[src/rtl/tx_frame_send.sv]
// Serialises the four 16-bit 2x2-inverse results as a byte frame (header, 8 data bytes,
// optional checksum) on a valid/ready stream. Define TX_CHECKSUM_EN to append the checksum byte.
module tx_frame_send #(
  parameter logic [7:0] HEADER     = 8'hA5,
  parameter int         GAP_CYCLES = 4
) (
  input  logic        I_sys_clk,
  input  logic        I_sys_rst,
  input  logic [15:0] b11,
  input  logic [15:0] b12,
  input  logic [15:0] b21,
  input  logic [15:0] b22,
  input  logic        load_valid,
  output logic        in_ready,
  output logic [7:0]  tx_data,
  output logic        tx_valid,
  input  logic        tx_ready,
  output logic        frame_done,
  output logic        busy
);

  typedef enum logic [2:0] {
    IDLE,
    HDR,
    DATA,
`ifdef TX_CHECKSUM_EN
    CSUM,
`endif
    GAP
  } state_t;

  localparam logic [7:0] GAP_LAST = (GAP_CYCLES > 0) ? 8'(GAP_CYCLES - 1) : 8'd0;

  state_t      state;
  logic [63:0] words;
  logic [2:0]  idx;
  logic [7:0]  gap_cnt;
`ifdef TX_CHECKSUM_EN
  logic [7:0]  acc;
`endif

  // Byte i of the latched words, most significant byte of b11 first.
  function automatic logic [7:0] pick_byte(input logic [63:0] w, input logic [2:0] i);
    return w[{~i, 3'b111} -: 8];
  endfunction

  always_ff @(posedge I_sys_clk) begin
    if (I_sys_rst) begin
      state      <= IDLE;
      words      <= 64'd0;
      idx        <= 3'd0;
      gap_cnt    <= 8'd0;
`ifdef TX_CHECKSUM_EN
      acc        <= 8'd0;
`endif
      tx_data    <= 8'h00;
      tx_valid   <= 1'b0;
      frame_done <= 1'b0;
      busy       <= 1'b0;
      in_ready   <= 1'b1;
    end else begin
      frame_done <= 1'b0;
      case (state)
        IDLE: begin
          if (load_valid) begin
            words    <= {b11, b12, b21, b22};
            idx      <= 3'd0;
`ifdef TX_CHECKSUM_EN
            acc      <= 8'd0;
`endif
            state    <= HDR;
            busy     <= 1'b1;
            in_ready <= 1'b0;
            tx_valid <= 1'b1;
            tx_data  <= HEADER;
          end
        end
        HDR: begin
          if (tx_ready) begin
            state   <= DATA;
            idx     <= 3'd0;
            tx_data <= pick_byte(words, 3'd0);
          end
        end
        DATA: begin
          if (tx_ready) begin
`ifdef TX_CHECKSUM_EN
            acc <= acc + tx_data;
`endif
            if (idx == 3'd7) begin
`ifdef TX_CHECKSUM_EN
              state   <= CSUM;
              tx_data <= acc + tx_data;
`else
              // Last byte accepted: with no gap the block is ready again immediately.
              tx_valid   <= 1'b0;
              frame_done <= 1'b1;
              gap_cnt    <= 8'd0;
              if (GAP_CYCLES == 0) begin
                state    <= IDLE;
                busy     <= 1'b0;
                in_ready <= 1'b1;
              end else begin
                state <= GAP;
              end
`endif
            end else begin
              idx     <= idx + 3'd1;
              tx_data <= pick_byte(words, idx + 3'd1);
            end
          end
        end
`ifdef TX_CHECKSUM_EN
        CSUM: begin
          if (tx_ready) begin
            tx_valid   <= 1'b0;
            frame_done <= 1'b1;
            gap_cnt    <= 8'd0;
            if (GAP_CYCLES == 0) begin
              state    <= IDLE;
              busy     <= 1'b0;
              in_ready <= 1'b1;
            end else begin
              state <= GAP;
            end
          end
        end
`endif
        GAP: begin
          if (gap_cnt == GAP_LAST) begin
            state    <= IDLE;
            busy     <= 1'b0;
            in_ready <= 1'b1;
          end else begin
            gap_cnt <= gap_cnt + 8'd1;
          end
        end
        default: state <= IDLE;
      endcase
    end
  end

endmodule

[config.mk]
export PLATFORM = sky130hd
export DESIGN_NAME = tx_frame_send
export DESIGN_NICKNAME = d
export VERILOG_FILES = /design/src/rtl/tx_frame_send.sv
export SDC_FILE = /design/constraint.sdc
export NUM_CORES = 1
export LEC_CHECK = 0
export CAP_MARGIN = 40
export CORE_MARGIN = 2
export CORE_UTILIZATION = 53
export CTS_BUF_LIST = sky130_fd_sc_hd__clkbuf_8
export DETAILED_ROUTE_END_ITERATION = 8
export PLACE_DENSITY = 0.9
export SLEW_MARGIN = 15
export SYNTH_ARGS = -nofsm -noshare
export SYNTH_HDL_FRONTEND = slang
export SYNTH_SLANG_ARGS = --single-unit
[constraint.sdc]
create_clock -name I_sys_clk -period 2.3 [get_ports I_sys_clk]
set_input_delay 0.46 -clock I_sys_clk [delete_from_list [all_inputs] [get_ports I_sys_clk]]
set_output_delay 0.46 -clock I_sys_clk [all_outputs]
set_load 0.1 [all_outputs]
==> results.md <==
* Status: finished, final reports clean
* Slew Limit Fails at 0
* Int Power at 2930 uW
* Mapped Area at 3940 um^2
* VDD IR max at 0.000423 V
* Mean Syn Cell Area at 8.24 um^2
* Mapped Nets at 553
* Worst Setup SP: idx[0]
* RSZ-0062 raised after global routing: false
* # fillers at 543
* Avg Vias per Cell at 5.54
* Tmin final at 2180 ps
* NumNets Final at 624
* Crit Path Max Fanout at 10
* Post-DP HPWL at 7030 um
* First-pass GRT wire length at 15600 um
* Clock Skews at 7.15 ps
* FP Rows at 31
* Yosys warning count at 0
* Switching part of the total at 40.4%
* Synth Instances at 478
* Reg clk slew, reported paths at 90 ps
* Post-CTS repair timing setup buffer count at 0
* Initial Utilization at 54.6%
* Core Area at 7210 um^2
* # DRC at 0
* Post-synth ARST share at 0%
* Largest net degree at the start of global routing at 67
* DR WL/cell at 15.0 um
* Period utilization at 94.8%
* Slew headroom at 68.7%
* Seq pwr share at 40.4%
* Setup CP Type: reg -> reg
* IO Pins at 80
* Initial drt markers at 221
* Leak at 0.00175 uW
* Setup TNS at 0 ps
* Post-synth EDFFs at 0
* Slew @ Worst Pin at 469 ps
* Share of layout cells above drive strength 1 at 9.75%
* Number of global-route vias before repair at 3356
* Overflow after GRT at 0
* CTS sink cnt at 89
* Seq/Total Area, Yosys at 45.2%
* Worst Setup End Kind: register
* Post-synthesis register bit count at 89
* Min-delay src: I_sys_rst
* Num CTS Buffers at 9
* Pwr Total at 4920 uW
* DRT Pass-1 Iters at 5
* Final setup viols at 0
* Post-synth top flop: dfxtp_1
* Final ANT Viol Nets at 0
* Comb power frac at 39.6%
* Sequential standard cell area at 1780 um^2
* GRT Util Overall at 23.6%
* WP data arrival at 2430 ps
* Setup crit start kind: register
* Vert. Die Dim at 90.2 um
* Worst skew pair latency at 360 ps
* Clock root buffer: clkbuf_8
* Final core occ at 69.4%
* Worst hold path type: in -> reg
* CTS tree: yes
* Worst hold slack at 384 ps
* Multi-input logic area at 1970 um^2
* Die area at 8140 um^2
* Vias at 3618
* Pwr Density at 983 nW/um^2
* Area Overhead vs Synth at 27.0%
* Final non-filler cell area at 5000 um^2
* CTS Buffer Depth at 2
* RePlAce Congestion at 0.905
* Critical Path RT at 2550 ps
* Worst r2r src: idx[0]
* Antenna diodes at 0
* Fmax at 459 MHz
* CTS H-tree lvls at 3
* Yosys cell types at 50
* Die width at 90.2 um
* Fin. Hold Viols at 0
* Switching power at 1990 uW
* Proportion of power drawn by the clock network at 20.0%
* IO buf count at 79
* DP Area at 4820 um^2
* WL final at 9820 um
* Initial antenna violation count at 0
* Max cap viols at 0
==> through the flow <==
| stage | setup WS [ps] | std cells |
|---|---|---|
| final | 119 | 653 |
| after global routing | 28.5 | 653 |
| after CTS | 86.7 | 653 |
| after detailed placement | 110 | 637 |
| after global placement | 232 | 637 |
| after floorplan | 448 | 478 |
==> sequential cells by signal, summed over array words and instances (netlist names) <==
name	count
words	64
gap_cnt	8
tx_data	8
idx	3
state	2
busy	1
frame_done	1
in_ready	1
tx_valid	1
==> layout make-up <==
class | count | area share (%)
clock inverter | 6 | 0.825
inverter | 13 | 0.975
multi-input combinational | 343 | 39.4
sequential | 89 | 35.6
clock buffer | 10 | 2.75
tap | 99 | 2.48
timing repair buffer | 93 | 18.0
==> critical path: stages (launching register included) <==
cell and delay (ps):
dfxtp_1 320, ha_1 200, ha_1 470, nor2_1 70
a31o_2 310, a2111oi_1 470, buf_4 180, a211oi_1 50
==> path summary, 6_finish.rpt <==
check	end	slack (ps)	cells past startpoint
hold reg to reg	words[40]	460	2
hold / removal	state[0]	380	2
setup reg to reg	tx_data[5]	120	7
setup / recovery	tx_data[5]	120	7
==> kinds of logic after synthesis <==
kind of cell,after synthesis,synth area share [%]
xor+xnor,4,0.889
buf+inv,46,4.89
flops,89,45.2
compound gates,124,19.8
mux,24,6.45
simple gates,184,20.6
fa+ha+maj,7,2.22
==> cells in the final DEF (no fill, tap or decap), types with 7 or more instances in the layout <==
master / instances
nand2_1: 131
nand2b_1: 8
nand3_1: 8
clkdlybuf4s50_1: 66
buf_4: 23
a21oi_1: 72
o22ai_1: 7
clkbuf_8: 10
inv_1: 14
a211oi_1: 11
mux2i_1: 22
dfxtp_1: 89
nor2_1: 17
==> power by group through the flow <==
stage	clock network, uW	registers [uW]	logic (uW)
CTS	992	1980	1940
global placement	0	2000	1870
finish	986	1990	1950
detailed placement	0	2010	1920
floorplan	0	2330	1030
global route	1060	2010	2100
==> repair_timing <==
| item | in CTS | in global routing |
|---|---|---|
| hold buffers | 0 | 0 |
| endpoints found under the hold margin | 0 | 0 |
| endpoints found under the setup margin | 0 | 5 |
| gates resized for setup | 0 | 2 |
==> synth_stat cells (2+ instances only) <==
master,instances,share of area (%)
nand2_1,132,13
dfxtp_1,89,45
a21oi_1,72,9.1
clkbuf_1,22,2.1
mux2i_1,22,5.6
nor2_1,17,1.6
inv_1,13,1.2
a211oi_1,11,2.1
nand2b_1,8,1.3
nand3_1,8,1.0
buf_2,7,0.89
ha_1,7,2.2
o22ai_1,7,1.1
nand3b_1,5,0.95
o21ai_0,4,0.51
o21bai_1,4,0.76
o2bb2ai_1,4,0.89
o32ai_1,4,0.89
xnor2_1,4,0.89
a2111oi_0,3,0.67
buf_1,2,0.19
nand4_1,2,0.32
nor2b_1,2,0.32
nor4b_1,2,0.44
o211ai_1,2,0.38
==> metal layers <==
| metal | share of wire (%) | up-vias | GRT usage, % | wire (um) |
|---|---|---|---|---|
| met2 | 48 | 113 | 40.1 | 4720 |
| met1 | 46 | 1708 | 30.5 | 4480 |
| met3 | 4.8 | 13 | 4.61 | 470 |
| li1 | - | 1784 | - | - |
| met4 | 1.5 | 0 | 7.18 | 144 |
| met5 | 0 | - | 0 | 0 |
Note: power is estimated with default switching activity, not from simulation.
==> patch (config.mk and constraints unchanged) <==
Build with the macro `TX_CHECKSUM_EN` defined.
--- a/src/rtl/tx_frame_send.sv
+++ b/src/rtl/tx_frame_send.sv
@@ -2,2 +2,4 @@
 // optional checksum) on a valid/ready stream. Define TX_CHECKSUM_EN to append the checksum byte.
+`define TX_CHECKSUM_EN
+
 module tx_frame_send #(
Function: no difference found for any inputs over 10 cycles, from zero or initial values and one cycle with I_sys_rst high; that may be too few to reach the edited logic, so the function may still have changed.
==> patch against the original RTL <==
Area after synthesis rose by 16%. Cell area rose by 14%. Largest cell class unchanged. Wire length rose by 21%. Setup slack improved by 0.022 ns. Sequential cell count rose by 9. Worst hold slack improved by 0.077 ns. Via count rose by 16%.
Power is not compared: it rests on default switching activity, and its combinational part moved more than twofold at a synthesized area within 25%.
==> patch: results (changes against the original RTL) <==
* Met3 GRT Util at 4.62% (+0.014 points)
* Grt met1 use at 34.0% (+3.4 points)
* Metal2 WL at 5790 microns (+23%)
* Worst slack, placed at 0.100 ns (-0.00993 ns)
* Initial antenna violation count at 0 (unchanged)
* Critical path's slowest cell: ha_1
* Worst slew margin at 52.0% (-17 points)
* Vias in the first global route at 4038 (+20%)
* Leak at 2.19 nW
* Largest net degree at the start of global routing at 58 (-13%)
* Reg with most FFs: words
* Detailed-route vias per instance at 5.85 (+5.5%)
* Total gr overflow at 0 (unchanged)
* Routed WL per cell at 16.6 microns (+10%)
* Register area share after synthesis at 43.0% (-2.3 points)
* Post-synth net total at 615 (+11%)
* Dpl cells at 702 (+10%)
* Largest fanout on the critical path at 10 (unchanged)
* CTS root buf: clkbuf_8
* Met2 usage at 42.6% (+2.5 points)
* Skew final at 0.0103 ns (+0.00318 ns)
* Met3 WL post-DR at 820 microns (+74%)
* P per Cell Area at 697 mW/mm^2
* Post-synth top cells: 145 x nand2_1, 98 x dfxtp_1, 81 x a21oi_1
* Post-DP HPWL at 8780 microns (+25%)
* Drt pass-1 iters at 5 (unchanged)
* Highest routed layer: met4
* DRT iter0 DRCs at 411 (+86%)
* Met1 WL at 5090 microns (+14%)
* Area contributors post-synth: dfxtp_1 43%, nand2_1 12%, a21oi_1 8.9%, mux4_1 4.6%, mux4_2 3.9%
* Family with the most delay on the worst path: multiplexers
* Placed Area at 0.00547 sq mm (+13%)
* Max VDD drop at 418 uV
* Total GRT Usage at 25.4% (+1.7 points)
* CP max stage delay at 0.56 ns (+0.09 ns)
* Diode count at 0 (unchanged)
* Post-CTS sizing at 0 (unchanged)
* Synth Area per Inst at 8.52 sq um (+3.4%)
* CP arrival at 2.36 ns (-0.07 ns)
* Ys async rst share at 0% (unchanged)
* Worst-path clk slew at 0.09 ns (about the same)
* Psw at 1.13 mW
* Hold Crit Class: reg -> reg
* RePlAce Congestion at 0.940 (+3.9%)
* Layout Cells excl Fill at 718 (+10%)
* Status: finished, final reports clean
* Synth cell types at 52 (+4.0%)
* H-tree Lvls at 3 (unchanged)
* Number of nets in the layout at 687 (+10%)
* First-pass GRT wire length at 19600 microns (+26%)
* Share of cells above drive strength 1 at 11.4% (+1.7 points)
==> patch: cell types whose count changed after synthesis, sizes merged, moves of 6 or more <==
cell	unedited run	this run
a21oi	73	81
buf	11	17
dfxtp	89	98
inv	13	7
mux2i	22	7
mux4	1	16
nand2	132	145
nor2	17	38
o22ai	7	1
xor2	0	9
==> patch: cell families (layout without fill, tap and decap cells) <==
family	Yosys count	in the layout	synth area share [%]
XOR/XNOR	10	10	1.92
buffers and inverters	43	120	4.00
adder cells (fa/ha/maj)	11	11	3.18
AO/OA/AOI/OAI	126	126	16.6
multiplexers	26	26	10.8
AND/OR/NAND/NOR	222	222	20.5
flip-flops	98	98	43.0
==> patch: power by group through the flow <==
| stage | Combinational [mW] | Clock, mW | Sequential (mW) |
|---|---|---|---|
| after floorplan | 0.355 | 0 | 2.01 |
| after global placement | 0.705 | 0 | 1.91 |
| after detailed placement | 0.717 | 0 | 1.92 |
| after CTS | 0.722 | 1.39 | 1.88 |
| after global routing | 0.787 | 1.46 | 1.90 |
| final | 0.727 | 1.37 | 1.89 |
==> patch: worst min-delay path, stage by stage, from the launching register on <==
cell and delay (ns):
dfxtp_1 0.32, inv_1 0.05, a21oi_1 0.05
==> patch: final timing paths <==
path                                from    endpoint  slack [ns]  depth (start not counted)
worst max register to register    idx[1]  tx_data[6]        0.14                          5
worst max-delay path              idx[1]  tx_data[6]        0.14                          5
worst min register to register  in_ready    in_ready        0.46                          2
worst min-delay path            in_ready    in_ready        0.46                          2
==> patch: area by class of cell <==
class                      instances  area [sq um]
clock buffer                      10           138
clock inverter                     6           116
fill                             633          2580
inverter                           7          26.3
multi-input combinational        395          2430
sequential                        98          1970
tap                              105           131
timing repair buffer              97           903
